**src/rtl/seq_shifter.sv**
```systemverilog
// seq_shifter: multi-cycle barrel-free shifter, STEP bit positions per cycle.
// Optional rotate-left for mode 11 when SEQ_SHIFTER_ROTATE_EN is defined.
module seq_shifter #(
    parameter int WIDTH = 17,
    parameter int AMT_W = 5,
    parameter int STEP  = 1
) (
    input  logic             clk_i,
    input  logic             rst_n_i,
    input  logic             in_valid_i,
    output logic             in_ready_o,
    input  logic [WIDTH-1:0] data_i,
    input  logic [AMT_W-1:0] amt_i,
    input  logic [1:0]       mode_i,
    output logic             out_valid_o,
    input  logic             out_ready_i,
    output logic [WIDTH-1:0] data_o
);

    // A per-cycle step larger than the amount field can hold behaves as
    // "shift everything that remains", so clamp it to the field range.
    localparam int AMT_MAX = (1 << AMT_W) - 1;
    localparam int STEP_C  = (STEP > AMT_MAX) ? AMT_MAX : STEP;
    localparam logic [AMT_W-1:0] STEP_A = AMT_W'(STEP_C);

    typedef enum logic [1:0] {
        IDLE,
        SHIFT,
        DONE
    } state_t;

    state_t           r_state;
    logic [WIDTH-1:0] r_work;
    logic [AMT_W-1:0] r_rem;
    logic [1:0]       r_mode;
    logic             r_in_ready;
    logic             r_out_valid;

    logic [AMT_W-1:0] w_s;
    logic [WIDTH-1:0] w_shifted;

    assign w_s         = (r_rem < STEP_A) ? r_rem : STEP_A;
    assign data_o      = r_work;
    assign in_ready_o  = r_in_ready;
    assign out_valid_o = r_out_valid;

    // One step of the captured operation applied to the working register.
    always_comb begin
        w_shifted = r_work;
        case (r_mode)
            2'b00: w_shifted = r_work << w_s;
            2'b01: w_shifted = r_work >> w_s;
            2'b10: w_shifted = $signed(r_work) >>> w_s;
`ifdef SEQ_SHIFTER_ROTATE_EN
            2'b11: w_shifted = (r_work << w_s) |
                               (r_work >> (32'(WIDTH) - 32'(w_s)));
`else
            2'b11: w_shifted = r_work << w_s;
`endif
            default: w_shifted = r_work;
        endcase
    end

    // Control FSM with registered handshake outputs.
    always_ff @(posedge clk_i or negedge rst_n_i) begin
        if (!rst_n_i) begin
            r_state     <= IDLE;
            r_work      <= '0;
            r_rem       <= '0;
            r_mode      <= 2'b00;
            r_in_ready  <= 1'b1;
            r_out_valid <= 1'b0;
        end else begin
            case (r_state)
                IDLE: begin
                    if (in_valid_i) begin
                        r_work     <= data_i;
                        r_mode     <= mode_i;
                        r_rem      <= amt_i;
                        r_in_ready <= 1'b0;
                        if (amt_i == '0) begin
                            r_state     <= DONE;
                            r_out_valid <= 1'b1;
                        end else begin
                            r_state <= SHIFT;
                        end
                    end
                end
                SHIFT: begin
                    r_work <= w_shifted;
                    r_rem  <= r_rem - w_s;
                    if (r_rem == w_s) begin
                        r_state     <= DONE;
                        r_out_valid <= 1'b1;
                    end
                end
                DONE: begin
                    if (out_ready_i) begin
                        r_state     <= IDLE;
                        r_out_valid <= 1'b0;
                        r_in_ready  <= 1'b1;
                    end
                end
                default: begin
                    r_state     <= IDLE;
                    r_out_valid <= 1'b0;
                    r_in_ready  <= 1'b1;
                end
            endcase
        end
    end

endmodule

```
**config.mk**
```make
export PLATFORM = sky130hd
export DESIGN_NAME = seq_shifter
export DESIGN_NICKNAME = d
export VERILOG_FILES = /design/src/rtl/seq_shifter.sv
export SDC_FILE = /design/constraint.sdc
export NUM_CORES = 1
export LEC_CHECK = 0
export CORE_UTILIZATION = 25
export CTS_CLUSTER_SIZE = 40
export DETAILED_ROUTE_END_ITERATION = 7
export PLACE_DENSITY = 0.55
export SETUP_SLACK_MARGIN = 0.05
export SLEW_MARGIN = 20
export SYNTH_ARGS = -nofsm -noshare
export SYNTH_HDL_FRONTEND = slang
export SYNTH_SLANG_ARGS = --single-unit
```
**constraint.sdc**
```tcl
create_clock -name clk_i -period 4.02 [get_ports clk_i]
set_clock_uncertainty 0.1 [all_clocks]
set_input_delay 1.206 -clock clk_i [delete_from_list [all_inputs] [get_ports clk_i]]
set_output_delay 1.206 -clock clk_i [all_outputs]
set_load 0.01 [all_outputs]
```
======== After elaboration in Yosys (flattened, before gate mapping) ========
Cells that the tools add are included.
storage, ports and cells
  register bits ........................... 28
  logic and storage cells ................. 51
operators by class
  add/subtract/negate cells ............... 1
  magnitude comparators ................... 1
  eq/ne operators ......................... 10
  shift-type cells ........................ 3
  multiplexer cells ....................... 19
  bitwise logic cells ..................... 1
  reduce and logical (&&, ||, !) cells .... 10
operator list
  cell                count
  $pmux 17 s3         1
  $pmux 17 s2         1
  $mux 17             1
  $shl 17x5->17       1
  $shr 17x5->17       1
  $sshr 17x5->17      1
  $mux 5              2
  $pmux 5 s2          1
  $mux 2              4
  $ne 2x2->1 const B  4
  $eq 2x2->1 const B  3
  $mux 1              6
  $pmux 1 s3          2
  $pmux 2 s3          1
  $reduce_and 3->1    2
  $eq 5x5->1          1
  $logic_not 5->1     1
  $lt 5x1->1 const B  1
  $sub 5x5->5         1
  $eq 2x1->1 const B  2
  $logic_not 2->1     2
  $reduce_and 2->1    2
  $reduce_and 4->1    1
  $reduce_bool 2->1   1
  2 further kinds     2

======== Longest topological paths before layout ========
Gate-level depths: netlist (run 1).
  word-level depth ........................ 5
  gate-level depth with buffers ........... 8
  mapped depth without buffers ............ 7

======== Worst setup path before layout (run 1) ========
Ideal clock, no wire load.
  path kind ............................... input port to flip-flop
  from .................................... input in_valid_i
  to ...................................... register r_work[12] (netlist: data_o[12])
  library setup time ...................... 130 ps
  arrival ................................. 2011 ps
  data required time ...................... 3790 ps
  slack ................................... 1779 ps
  stages .................................. 5
  buffers on the path ..................... 2
  cell sequence ........................... or3b_1 buf_2 buf_6 o22ai_1 a21oi_2
between the ends
  longest elaborated chain between the ends .. 2
RTL lines
  item                               RTL line  RTL
  start, declared                    10        input logic in_valid_i,
  $ne 2x2->1 (no source line)        -
  $reduce_and 2->1 (no source line)  -
  end signal, assigned               77        r_work <= data_i;
  end signal, assigned               90        r_work <= w_shifted;
  end, declared                      33        logic [WIDTH-1:0] r_work;
No other way between the ends.
A chain may end at the register's enable or synchronous reset.

======== Worst setup path after layout (run 1) ========
  from .................................... input in_valid_i
  to ...................................... register r_work[9] (netlist: data_o[9])
The elaborated chain is that of the path after synthesis.

==> impl_metrics.toml, run 1 <==
[outcome]
outcome = "complete, no violations"

[placed_design]
dp_hpwl_um = 3562
io_buffers = 46
place_congestion = 0.7684
dp_slack_ns = 0.7926
placedCellCount = 295

[hold_path]
hold_class = "reg -> reg"
holdPathEnd = "out_valid_o"
min_path_cells = 1
hold_start = "out_valid_o"

[synth]
synthTopCellsByArea = "dfrtp_1 39%, a222oi_1 7.4%, o22ai_1 6.1%"
synthFlopType = "dfrtp_1"
synth_area_leader_cell = "dfrtp_1"
yosysSeqAreaShare = 0.4019
synthArstFlopShare = 1.000
avgSynthCellArea_um2 = 9.868
synth_top_area_share = 0.3868
synth.cell_area_um2 = 1747
synthMostInstantiatedCell = "dfrtp_1"
synth_common_cells = "27 x dfrtp_1, 17 x o22ai_1, 13 x a222oi_1"
syn_inst = 177
yosys_warnings = 0
synth_seq_cells = 28
synth_edf_count = 0
syn-num-nets = 208
yosysUniqueCellTypes = 44

[detailed_routing]
dr.first_iter.drc_count = 157
post-route-drc-count = 0
vias = 1650
antenna_left = 0
wirelength_um = 5180
wl_per_cell_um = 17.32
vias_per_cell = 5.518
dr.pass1.iters = 4

[timing]
whs_ns = 0.4031
rsz0062_at_grt = "false"
slew_headroom = 0.4742
final_max_slew_viol_count = 0
worstMarginPinSlew_ns = 0.7863
max_clock_freq_mhz = 339.8
min_period_over_period = 0.7320
setup_viol_count_final = 0
period_minus_slack_ns = 2.943
finalHoldViolCount = 0
finalSetupTns_ns = 0
fin_ws_ns = 1.077

[die]
die-height_um = 85.59
core-area_um2 = 6756
dieArea_um2 = 7325
rows = 30
pin_count = 47
dieWidth_um = 85.59
start_util = 0.2585

[global_route]
grt_pass1_wl_um = 8383
track_usage = 0.1439
grt.overflow.total = 0
grt_antenna_before_repair = 0
grt_max_degree = 29
grt_pass1_vias = 1674

[run]
maxCapViolations = 0

[finish]
nets = 251
nFillCells = 691
area_growth_pct = 33.88
final_util = 0.3461
finalNonFillerCells = 299
antennaDiodeCount = 0
drive_gt1_frac = 0.1233

[setup_path]
timing.critical_path.slowest_cell_delay_ns = 0.67
reg2reg_slack_ns = 1.95
cp-startpoint = "in_valid_i"
rr_worst_depth = 4
worstReg2RegEnd = "r_rem[2]"
critical_path_class = "in -> reg"
end_kind = "register"
crit_family = "compound AO/OA/AOI/OAI gates"
cp_cell_sequence = "clkdlybuf4s50_1 > o21bai_1 > a31oi_2 > o22ai_1 > a21oi_2"
startpoint_type = "input pin"
crit_slowest_cell = "clkdlybuf4s50_1"
crit_fanout = 14
crit_arrival_ns = 3.05
cp_num_buf_inv = 1
r2r_start = "r_state[0]"
required_ns = 4.13

[clock_tree]
clockBufferDepth = 2
tritoncts = "built"
clock_latency_ns = 0.28
post_cts_resized = 0
numCtsBuffers = 3
clk_pin_slew_ns = 0.11
cts-root-buf = "clkbuf_8"
postCtsSetupRepairBufs = 0
cts_htree_levels = 1
postCtsHoldBufs = 0
clkSinkCount = 28

[pwr]
power.density_nw_per_um2 = 806.8
vdd_drop_max_mv = 0.3352
p_leak_nw = 0.9344
-- how the worst max path moves through the flow --
stage | to | slack (ns) | cells past startpoint
floorplan | data_o[12] | 1.78 | 5
global placement | data_o[0] | 0.79 | 5
detailed placement | data_o[9] | 0.79 | 5
CTS | data_o[9] | 1.08 | 5
global route | data_o[11] | 0.98 | 5
finish | data_o[9] | 1.08 | 5
-- cells in the final DEF (no fill, tap or decap), types with 2 or more instances in the layout --
master,instances
dfrtp_1,27
clkdlybuf4s50_1,46
o22ai_1,17
nor2_1,11
buf_4,5
a21oi_1,11
clkbuf_8,3
nand2_1,5
inv_1,6
a22oi_1,2
a21o_1,5
ha_1,3
or2b_1,4
o21ai_0,5
nand2b_1,11
o22a_1,3
a222oi_1,13
a31oi_1,6
or2_0,2
a21oi_2,10
-- report_power, final --
part	switching (W)	total [W]	internal, W	leakage (nW)
clock network	0.0000940	0.000227	0.000133	0.0357
logic	0.000548	0.00109	0.000543	0.550
registers	0.000156	0.000568	0.000413	0.349
-- state kept, by name (all words and copies together) (netlist names) --
name and flops:
r_state 2, r_mode 2, out_valid_o 1, r_rem 5
data_o 17, in_ready_o 1
-- cells by family after synthesis --
group                    synth area share
buffers and inverters             0.05731
flip-flops                         0.4019
adder cells (fa/ha/maj)           0.02149
AND/OR/NAND/NOR                    0.1497
AO/OA/AOI/OAI                      0.3696
-- per-stage QoR --
| stage | power, W | area (um^2) |
|---|---|---|
| CTS | 0.001894 | 2338 |
| global placement | 0.001650 | 2267 |
| floorplan | 0.001310 | 1747 |
| detailed placement | 0.001657 | 2267 |
| global route | 0.002025 | 2338 |
| finish | 0.001887 | 2338 |
-- metal layers --
layer  track usage  share of wire
met3       0.03465          0.069
met5             0              0
met4       0.03939         0.0052
met1        0.1881           0.45
met2        0.2378           0.47
-- layout make-up --
type | count | area, um^2 | share of cell area
clock buffer | 3 | 41.29 | 0.01766
sequential | 28 | 701.9 | 0.3002
clock inverter | 1 | 30.03 | 0.01284
multi-input combinational | 130 | 944.7 | 0.4040
tap | 80 | 100.1 | 0.04280
inverter | 6 | 22.52 | 0.009631
timing repair buffer | 51 | 498.0 | 0.2129
-- worst reg2reg max path, delay by kind of cell (launching register included) --
kind | cells | cell delay [ns]
compound gates | 2 | 0.35
flops | 1 | 0.60
simple gates | 1 | 0.47
buf+inv | 1 | 0.45
No activity file was read; power rests on OpenSTA's default activity.
==> run 2: changes to the inputs <==
Clock period 4.02 ns to 3 ns, I/O delays scaled along.
==> impl_metrics.toml, run 2 (same netlist as run 1, synthesis figures left out) <==
[setup_path]
cp_num_buf_inv = 1
crit_slowest_cell = "dfstp_2"
startpoint_type = "register"
required_ns = 2.00
critical_path_class = "reg -> out"
timing.critical_path.slowest_cell_delay_ns = 0.56
end_kind = "primary output"
crit_arrival_ns = 1.37
cp_cell_sequence = "clkdlybuf4s50_1"
crit_family = "flip-flops"
crit_fanout = 3

[finish]
nFillCells = 705
nets = 251
multiInputGateArea_um2 = 947.2
largest_register_ffs = 17
mostFrequentLayoutCells = "46 x clkdlybuf4s50_1, 27 x dfrtp_1, 17 x o22ai_1"
drive_gt1_frac = 0.1279
area_growth_pct = 34.03
final_util = 0.3465
final_common_cell = "clkdlybuf4s50_1"
antennaDiodeCount = 0
seq_area_um2 = 701.9

[timing]
setup_viol_count_final = 0
worstMarginPinSlew_ns = 0.8004
rsz0062_at_grt = "false"
slew_headroom = 0.4658
finalHoldViolCount = 0
finalSetupTns_ns = 0
period_minus_slack_ns = 2.369
final_max_slew_viol_count = 0
min_period_over_period = 0.7897
max_clock_freq_mhz = 422.1

[clock_tree]
postCtsSetupRepairBufs = 0
post_cts_resized = 0
tritoncts = "built"
clock_latency_ns = 0.28
clockBufferDepth = 2
numCtsBuffers = 3
clk_pin_slew_ns = 0.11
cts-root-buf = "clkbuf_8"
clkSinkCount = 28
postCtsHoldBufs = 0
cts_htree_levels = 1

[global_route]
grt_pass1_vias = 1728
track_usage = 0.1538
grt_max_degree = 29
grtUsageMet3 = 0.02695
grt_antenna_before_repair = 0
busiest_layer = "met2"
grt.overflow.total = 0
gr-usage-met2 = 0.2465
grt_pass1_wl_um = 8907
gr-usage-met1 = 0.2146

[die]
dieWidth_um = 85.59
dieArea_um2 = 7325
start_util = 0.2585
die-height_um = 85.59
pin_count = 47
core-area_um2 = 6756
rows = 30

[pwr]
power.density_nw_per_um2 = 1083
vdd_drop_max_mv = 0.2742
p_leak_nw = 0.9349

[hold_path]
hold_class = "reg -> reg"

[detailed_routing]
vias_per_cell = 5.692
dr.first_iter.drc_count = 167
wl_per_cell_um = 18.12
antenna_left = 0
dr.pass1.iters = 5
post-route-drc-count = 0
vias = 1702
wirelength_um = 5418

[placed_design]
io_buffers = 46
dp_hpwl_um = 3651
place_congestion = 0.7751

[outcome]
outcome = "complete, no violations"

[run]
maxCapViolations = 0
-- run 2: cell counts in the layout (fill, tap and decap cells not counted) --
Identical to the previous run, type by type.
-- run 2: worst paths after layout --
check,start,endpoint,slack [ns],cells after the start
max in group asynchronous,rst_n_i,in_ready_o,1.58,2
setup / recovery,in_ready_o,in_ready_o,0.63,1
min in group asynchronous,rst_n_i,data_o[10],0.90,2
setup reg to reg,r_state[0],r_rem[2],0.79,4
hold reg to reg,out_valid_o,out_valid_o,0.40,1
hold / removal,out_valid_o,out_valid_o,0.40,1
-- run 2: metal layers --
layer	vias up	share of wire
met1	847	0.45
met5	-	0
met4	0	0.011
met2	69	0.47
met3	9	0.069
li1	777	-
-- run 2: final cells by class --
type                       count  area share
tap                           80     0.04276
inverter                       6    0.009621
multi-input combinational    130      0.4046
clock inverter                 1     0.01283
clock buffer                   3     0.01764
sequential                    28      0.2998
timing repair buffer          51      0.2127
-- run 2: per-stage QoR --
step	power, W	area, um^2	hold slack (ns)	setup slack (ns)	instances
finish	0.002536	2341	0.3996	0.6309	299
global route	0.002751	2341	0.4441	0.5499	299
CTS	0.002545	2338	0.4033	0.5729	299
detailed placement	0.002229	2267	0.3728	0.3633	295
global placement	0.002211	2267	0.3765	0.3868	295
floorplan	0.001756	1747	0.3950	1.065	177
-- run 2: power by group --
group          switching [W]  total, W  internal [W]
Combinational       0.000737   0.00146      0.000722
Sequential          0.000215  0.000768      0.000553
Clock               0.000130  0.000309      0.000179
==> run 3: changes to the inputs <==
Settings changed: PLACE_DENSITY 0.55 to 0.57.
Clock period 3 ns to 1.95 ns, I/O delays scaled along.
==> impl_metrics.toml, run 3 (same netlist as run 1, synthesis figures left out) <==
[die]
die-height_um = 85.59
start_util = 0.2585
pin_count = 47
rows = 30
dieWidth_um = 85.59
dieArea_um2 = 7325
core-area_um2 = 6756

[finish]
largest_register_ffs = 17
seq_area_um2 = 701.9
nets = 289
multiInputGateArea_um2 = 1006
antennaDiodeCount = 0
area_growth_pct = 58.74
nFillCells = 681
final_common_cell = "buf_4"
mostFrequentLayoutCells = "36 x buf_4, 27 x dfrtp_1, 27 x clkdlybuf4s50_1"
drive_gt1_frac = 0.2918
finalNonFillerCells = 337

[placed_design]
io_buffers = 46
dp_hpwl_um = 3885
placedCellCount = 314
place_congestion = 0.7822

[detailed_routing]
wirelength_um = 5933
antenna_left = 0
vias = 1817
dr.first_iter.drc_count = 202
vias_per_cell = 5.392
wl_per_cell_um = 17.61
dr.pass1.iters = 4
post-route-drc-count = 0

[timing]
finalHoldViolCount = 0
min_period_over_period = 0.9512
final_max_slew_viol_count = 0
setup_viol_count_final = 0
whs_ns = 0.3943
slew_headroom = 0.7368
period_minus_slack_ns = 1.855
worstMarginPinSlew_ns = 0.3931
max_clock_freq_mhz = 539.2
rsz0062_at_grt = "true"

[clock_tree]
cts_htree_levels = 1
clockBufferDepth = 2
clk_pin_slew_ns = 0.09
clock_latency_ns = 0.28
cts-root-buf = "clkbuf_8"
numCtsBuffers = 3
clkSinkCount = 28
tritoncts = "built"

[setup_path]
required_ns = 1.26
crit_arrival_ns = 1.17
startpoint_type = "register"
end_kind = "primary output"
cp_cell_sequence = "clkdlybuf4s50_1"
crit_family = "buffers and inverters"
crit_slowest_cell = "clkdlybuf4s50_1"
critical_path_class = "reg -> out"
cp_num_buf_inv = 1
timing.critical_path.slowest_cell_delay_ns = 0.54
crit_fanout = 2

[pwr]
power.density_nw_per_um2 = 1598
p_leak_nw = 1.379
totalPowerFinal_w = 0.004431
vdd_drop_max_mv = 0.5577

[global_route]
gr-usage-met2 = 0.2625
grt.overflow.total = 0
track_usage = 0.1640
busiest_layer = "met2"
grt_pass1_wl_um = 9556
grtUsageMet3 = 0.02695
grt_antenna_before_repair = 0
gr-usage-met1 = 0.2366
grt_pass1_vias = 1815
grt_max_degree = 29

[outcome]
outcome = "complete, no violations"

[hold_path]
hold_class = "reg -> reg"

[run]
maxCapViolations = 0
-- run 3: cell count changes in the layout (fill, tap and decap cells not counted), sizes merged --
cell,previous run,this run
buf,5,42
bufinv,1,0
clkbuf,3,5
clkdlybuf4s50,46,27
dlygate4sd2,0,5
dlymetal6s2s,0,14
-- run 3: metal layers --
layer  wire length [um]  vias to the layer above  share of wire
li1                   -                      853              -
met3                370                        2          0.062
met4                 22                        0         0.0037
met5                  0                        -              0
met2               2837                       59           0.48
met1               2703                      903           0.46
-- run 3: layout make-up --
class	instances	area share
inverter	6	0.008123
timing repair buffer	89	0.3199
tap	80	0.03610
clock buffer	4	0.01986
sequential	28	0.2532
multi-input combinational	130	0.3628
-- run 3: final timing paths --
kind	end	slack, ns	from	depth (start not counted)
min reg2reg	out_valid_o	0.39	out_valid_o	1
min	out_valid_o	0.39	out_valid_o	1
max in group asynchronous	in_ready_o	0.95	rst_n_i	2
max reg2reg	data_o[3]	0.16	r_mode[0]	6
max	out_valid_o	0.1	out_valid_o	1
min in group asynchronous	data_o[11]	0.55	rst_n_i	2
-- run 3: per-stage QoR --
step / utilization / worst slack (ns) / cell area [um^2] / setup TNS, ns
finish: 0.4104 / 0.09525 / 2773 / 0
global route: 0.4104 / 0.04178 / 2773 / 0
CTS: 0.3865 / 0.05115 / 2611 / 0
detailed placement: 0.3622 / -0.2324 / 2447 / -4.529
global placement: 0.3622 / -0.1884 / 2447 / -3.828
floorplan: - / 0.1362 / 1747 / 0
-- run 3: report_power, final --
part | leakage, nW | switching, W | internal, W | total (W)
sequential | 0.349 | 0.000172 | 0.000851 | 0.00102
combinational | 1.00 | 0.00146 | 0.00157 | 0.00303
clock | 0.0288 | 0.000196 | 0.000181 | 0.000377
-- run 3: repair_timing --
action                     CTS  global route
hold buffers                 0             0
resized for setup            6            29
setup buffers               15             3
cloned                       0             1
setup endpoints to repair   22            29
pin swaps                    0             3
==> edit 1, RTL diff (flow settings as in run 1) <==
Set the parameter `AMT_W` to 7 (it was 5).
--- a/src/rtl/seq_shifter.sv
+++ b/src/rtl/seq_shifter.sv
@@ -4,3 +4,3 @@
     parameter int WIDTH = 17,
-    parameter int AMT_W = 5,
+    parameter int AMT_W = 7,
     parameter int STEP  = 1
Ports: changed (resized amt_i); port bits go from 47 to 49. The function was not compared with the original's and may differ.
==> edit 1 against run 1 <==
- worst setup slack better by 160 ps
- sequential cell count is 2 higher
- final area is 13% higher
- synthesized area is 14% higher
- wire length is 10% higher
- critical path depth is 1 higher
- non-clock buffer count stayed put
- power is 14% lower
- largest cell class unchanged
- highest routed layer unchanged
==> edit 1: results (changes against run 1) <==
synthesis:
  yosys-top-cells-area: "dfrtp_1, a221oi_1, a221oi_2"
  synthTopCellsByCount: "dfrtp_1, nor2_1, a221oi_1"
  synth_flop_cell: "dfrtp_1"
  synth_seq_area_share: 0.376  # -0.0255
  synth.distinct_cells: 46  # +4.5%
  synth_fp_nets: 244  # +17%
grt:
  gr-usage-met2: 0.228  # -0.00975
  antenna_found_initial: 0  # unchanged
  met3_usage: 0.0318  # -0.00282
  use_met1: 0.187  # -0.000830
  grt_use_total: 0.142  # -0.00221
  grt_pass1_vias: 1791  # +7.0%
  grt_max_degree: 31  # +6.9%
  grt_pass1_wl_um: 9320  # +11%
status:
  outcome: "completed"
cts:
  root_buffer: "clkbuf_8"
  clock_path_buffers: 2  # unchanged
  h-tree-depth: 2  # +1
  cts_setup_buffers: 0  # unchanged
  cts_buffers: 5  # +2
  clock_latency_ps: 280  # about the same
  clk_pin_slew_ps: 70  # -40 ps
  cts.repair.resized: 0  # unchanged
layout:
  nNetsFinal: 289  # +15%
  final.fill_count: 805  # +16%
  largest_reg_flops: 17  # unchanged
  insertedDiodeCount: 0  # unchanged
  drive_above_1_share: 0.121  # -0.00219
place:
  place_congestion: 0.776  # +0.99%
  portBuffers: 48  # +4.3%
  hpwlAfterDp_um: 3890  # +9.3%
setup_path:
  cp_max_fo: 10  # -4
  slowest_delay_ps: 650  # -20 ps
  critPathArrivalTime_ps: 2870  # -180 ps
  cpLargestDelayFamily: "buffers and inverters"
  reg2regPathDepth: 8  # +4
drt:
  wl_met2_um: 2820  # +15%
  drtPass1Iterations: 4  # unchanged
  dr.max_layer_used: "met4"
  drtIter0Drc: 131  # -17%
  antenna_left: 0  # unchanged
  wl_met3_um: 244  # -32%
  vias: 1877  # +14%
  wl_per_cell_um: 15.9  # -8.1%
  wl_met1_um: 2580  # +10%
pwr:
  seqPwrFrac: 0.336  # +0.035
  powerDensity_mw_per_mm2: 615  # -24%
  ir_worst_vdd_uv: 196  # -41%
  netSwitchingFraction: 0.405  # -0.0177
  pwr-share-clk: 0.157  # +0.036
  p_leak_nw: 0.991  # +6.0%
worst_hold_path:
  whs_path_depth: 1  # unchanged
sta:
  worst_pin_slew_ps: 709  # -77.4 ps
-- edit 1: cell count changes in the layout (fill, tap and decap cells not counted), moves of 6 or more --
cell | before | now
a21oi_2 | 10 | 0
a221oi_1 | 1 | 20
a221oi_2 | 0 | 11
a222oi_1 | 13 | 0
a31oi_1 | 6 | 0
nand2b_1 | 11 | 1
nor2_1 | 11 | 29
nor2b_1 | 1 | 15
-- edit 1: through the flow --
stage | instances | cell area (sq um) | setup slack [ps] | hold slack, ps | utilization
floorplan | 210 | 2000 | 1710 | 397 | -
global placement | 350 | 2540 | 915 | 371 | 0.329
detailed placement | 350 | 2550 | 902 | 380 | 0.330
CTS | 358 | 2640 | 1210 | 408 | 0.341
global route | 358 | 2640 | 1070 | 436 | 0.341
finish | 358 | 2640 | 1240 | 396 | 0.341
-- edit 1: cells by family (layout without fill, tap and decap cells) --
kind of cell               count (synthesis)  after routing  synth area share
and+or+nand+nor                           72             72             0.194
buffers and inverters                     21             67            0.0576
muxes                                      3              3            0.0150
AOI/OAI and AO/OA                         80             80             0.333
adders and majority gates                  4              4            0.0250
DFF                                       30             30             0.376
-- edit 1: path summary, 6_finish.rpt --
path	from	to	slack (ps)
max in group asynchronous	rst_n_i	in_ready_o	2260
min in group asynchronous	rst_n_i	data_o[4]	1220
worst max register to register	r_rem[6]	r_rem[6]	1690
worst max-delay path	in_valid_i	data_o[10]	1240
worst min register to register	out_valid_o	out_valid_o	400
worst min-delay path	out_valid_o	out_valid_o	400
-- edit 1: cell type report --
class,count,area share
Multi-Input combinational cell,159,0.430
Timing Repair Buffer,51,0.191
Sequential cell,30,0.285
Tap cell,102,0.0484
Clock inverter,1,0.00190
Inverter,8,0.0114
Clock buffer,7,0.0327
==> edit 2, RTL diff (settings of run 1) <==
Without the edit above. The 3 states of `state_t` get a one-hot encoding in 3 bits.
--- a/src/rtl/seq_shifter.sv
+++ b/src/rtl/seq_shifter.sv
@@ -25,6 +25,6 @@
 
-    typedef enum logic [1:0] {
-        IDLE,
-        SHIFT,
-        DONE
+    typedef enum logic [2:0] {
+        IDLE  = 3'b001,
+        SHIFT = 3'b010,
+        DONE  = 3'b100
     } state_t;
Formal check against the unedited RTL: same outputs for any inputs over 10 cycles, from zero or initial values and one cycle with rst_n_i low; not proved beyond that.
==> edit 2 against run 1 <==
- via count down 6.5%
- sequential cell count up 1
- worst setup slack better by 250 ps
- final area up 0.37%
- clock power up 16%
- utilization up 1.3 points
- wire length down 16%
- register-to-register slack worse by 110 ps
- synthesized area down 0.72%
- power up 0.18%
- critical path depth unchanged
- largest power group unchanged
==> edit 2: results (changes against run 1) <==
pwr:
  p_leak_nw: 0.963  # +3.1%
  ir_worst_vdd_uv: 228  # -32%
  power_frac_comb: 0.530  # -0.048
  p_clk_uw: 264  # +16%
  internal_power_mw: 1.08  # -1.0%
layout:
  drive_above_1_share: 0.123  # about the same
  nNetsFinal: 257  # +2.4%
  largest_reg_flops: 17  # unchanged
  final.fill_count: 671  # -2.9%
  regArea_sq_um: 728  # +3.7%
drt:
  wl_met3_um: 142  # -60%
  via_per_inst: 5.07  # -8.1%
  wl_per_cell_um: 14.3  # -17%
  wl_met1_um: 2150  # -8.4%
  drt-total-wl_um: 4360  # -16%
  drtIter0Drc: 76  # -52%
  wl_met2_um: 2020  # -18%
  drtPass1Iterations: 4  # unchanged
setup_path:
  r2r_end: "data_o[8]"
  cp_max_fo: 15  # +1
  critical_path.endpoint: "data_o[15]"
  reg2reg_slack_ps: 1840  # -110 ps
  critPathArrivalTime_ps: 2770  # -280 ps
  r2r_start: "r_rem[2]"
  cp-startpoint: "in_valid_i"
  cpLargestDelayFamily: "buffers and inverters"
  slowest_delay_ps: 520  # -150 ps
synthesis:
  synth_fp_nets: 215  # +3.4%
  post_synth_fa_ha_maj_area_fraction: 0.0216  # +0.000155
  synth_mux_area_frac: 0.0115  # +0.0115
  synth_seq_area_share: 0.420  # +0.0181
  synth.distinct_cells: 45  # +2.3%
  yosys-top-cells-area: "dfrtp_1, a221oi_1, a211oi_2"
  syn_area_per_cell_sq_um: 9.42  # -4.5%
  synthTopCellsByCount: "dfrtp_1, inv_1, nor2_1"
  synth-compound-area-share: 0.290  # -0.0796
sta:
  whs_ps: 471  # +68.4 ps
  slew_headroom: 0.461  # -0.0131
grt:
  grt_pass1_wl_um: 7450  # -11%
  grt_pass1_vias: 1544  # -7.8%
  grt_max_degree: 30  # +3.4%
  grt_use_total: 0.132  # -0.0122
worst_hold_path:
  hold_path_end: "data_o[10]"
  worstHoldStart: "data_o[10]"
  whs_path_depth: 2  # +1
cts:
  clock_path_buffers: 2  # unchanged
  cts_buffers: 5  # +2
  cts.repair.resized: 0  # unchanged
  h-tree-depth: 2  # +1
  clk_pin_slew_ps: 70  # -40 ps
place:
  hpwlAfterDp_um: 3120  # -12%
  dpl_cell_area_sq_mm: 0.00224  # -1.0%
  dpl.cell_count: 296  # +0.34%
  place_congestion: 0.764  # -0.52%
status:
  outcome: "completed"
==> edit 2: cell types whose count changed after synthesis, sizes merged, moves of 9 or more <==
cell	before	now
buf	13	4
o22ai	17	1
a21oi	21	8
a221oi	1	14
a211oi	1	13
a222oi	13	0
inv	6	20
clkbuf	0	9
nand2b	11	0
==> edit 2: metal layers <==
layer | track usage | up-vias
li1 | - | 760
met1 | 0.175 | 750
met2 | 0.203 | 30
met3 | 0.0311 | 2
met4 | 0.0606 | 0
met5 | 0 | -
==> edit 2: through the flow <==
step,power (mW),setup slack (ps)
floorplan,1.28,1630
finish,1.89,1330
CTS,1.91,1320
global placement,1.62,1080
detailed placement,1.63,1040
global route,2.06,1220
==> edit 2: worst min-delay path, cell delays in order (launching register included) <==
cell,delay [ps]
dfrtp_1,410
inv_1,60
a211oi_1,50
==> edit 2: cell type report <==
cell class,instances,share of cell area
clock buffers,7,0.0410
flip-flops and latches,29,0.310
well taps,77,0.0410
inverters,20,0.0320
repair buffers,48,0.203
multi-input cells,122,0.371
clock inverters,1,0.00213
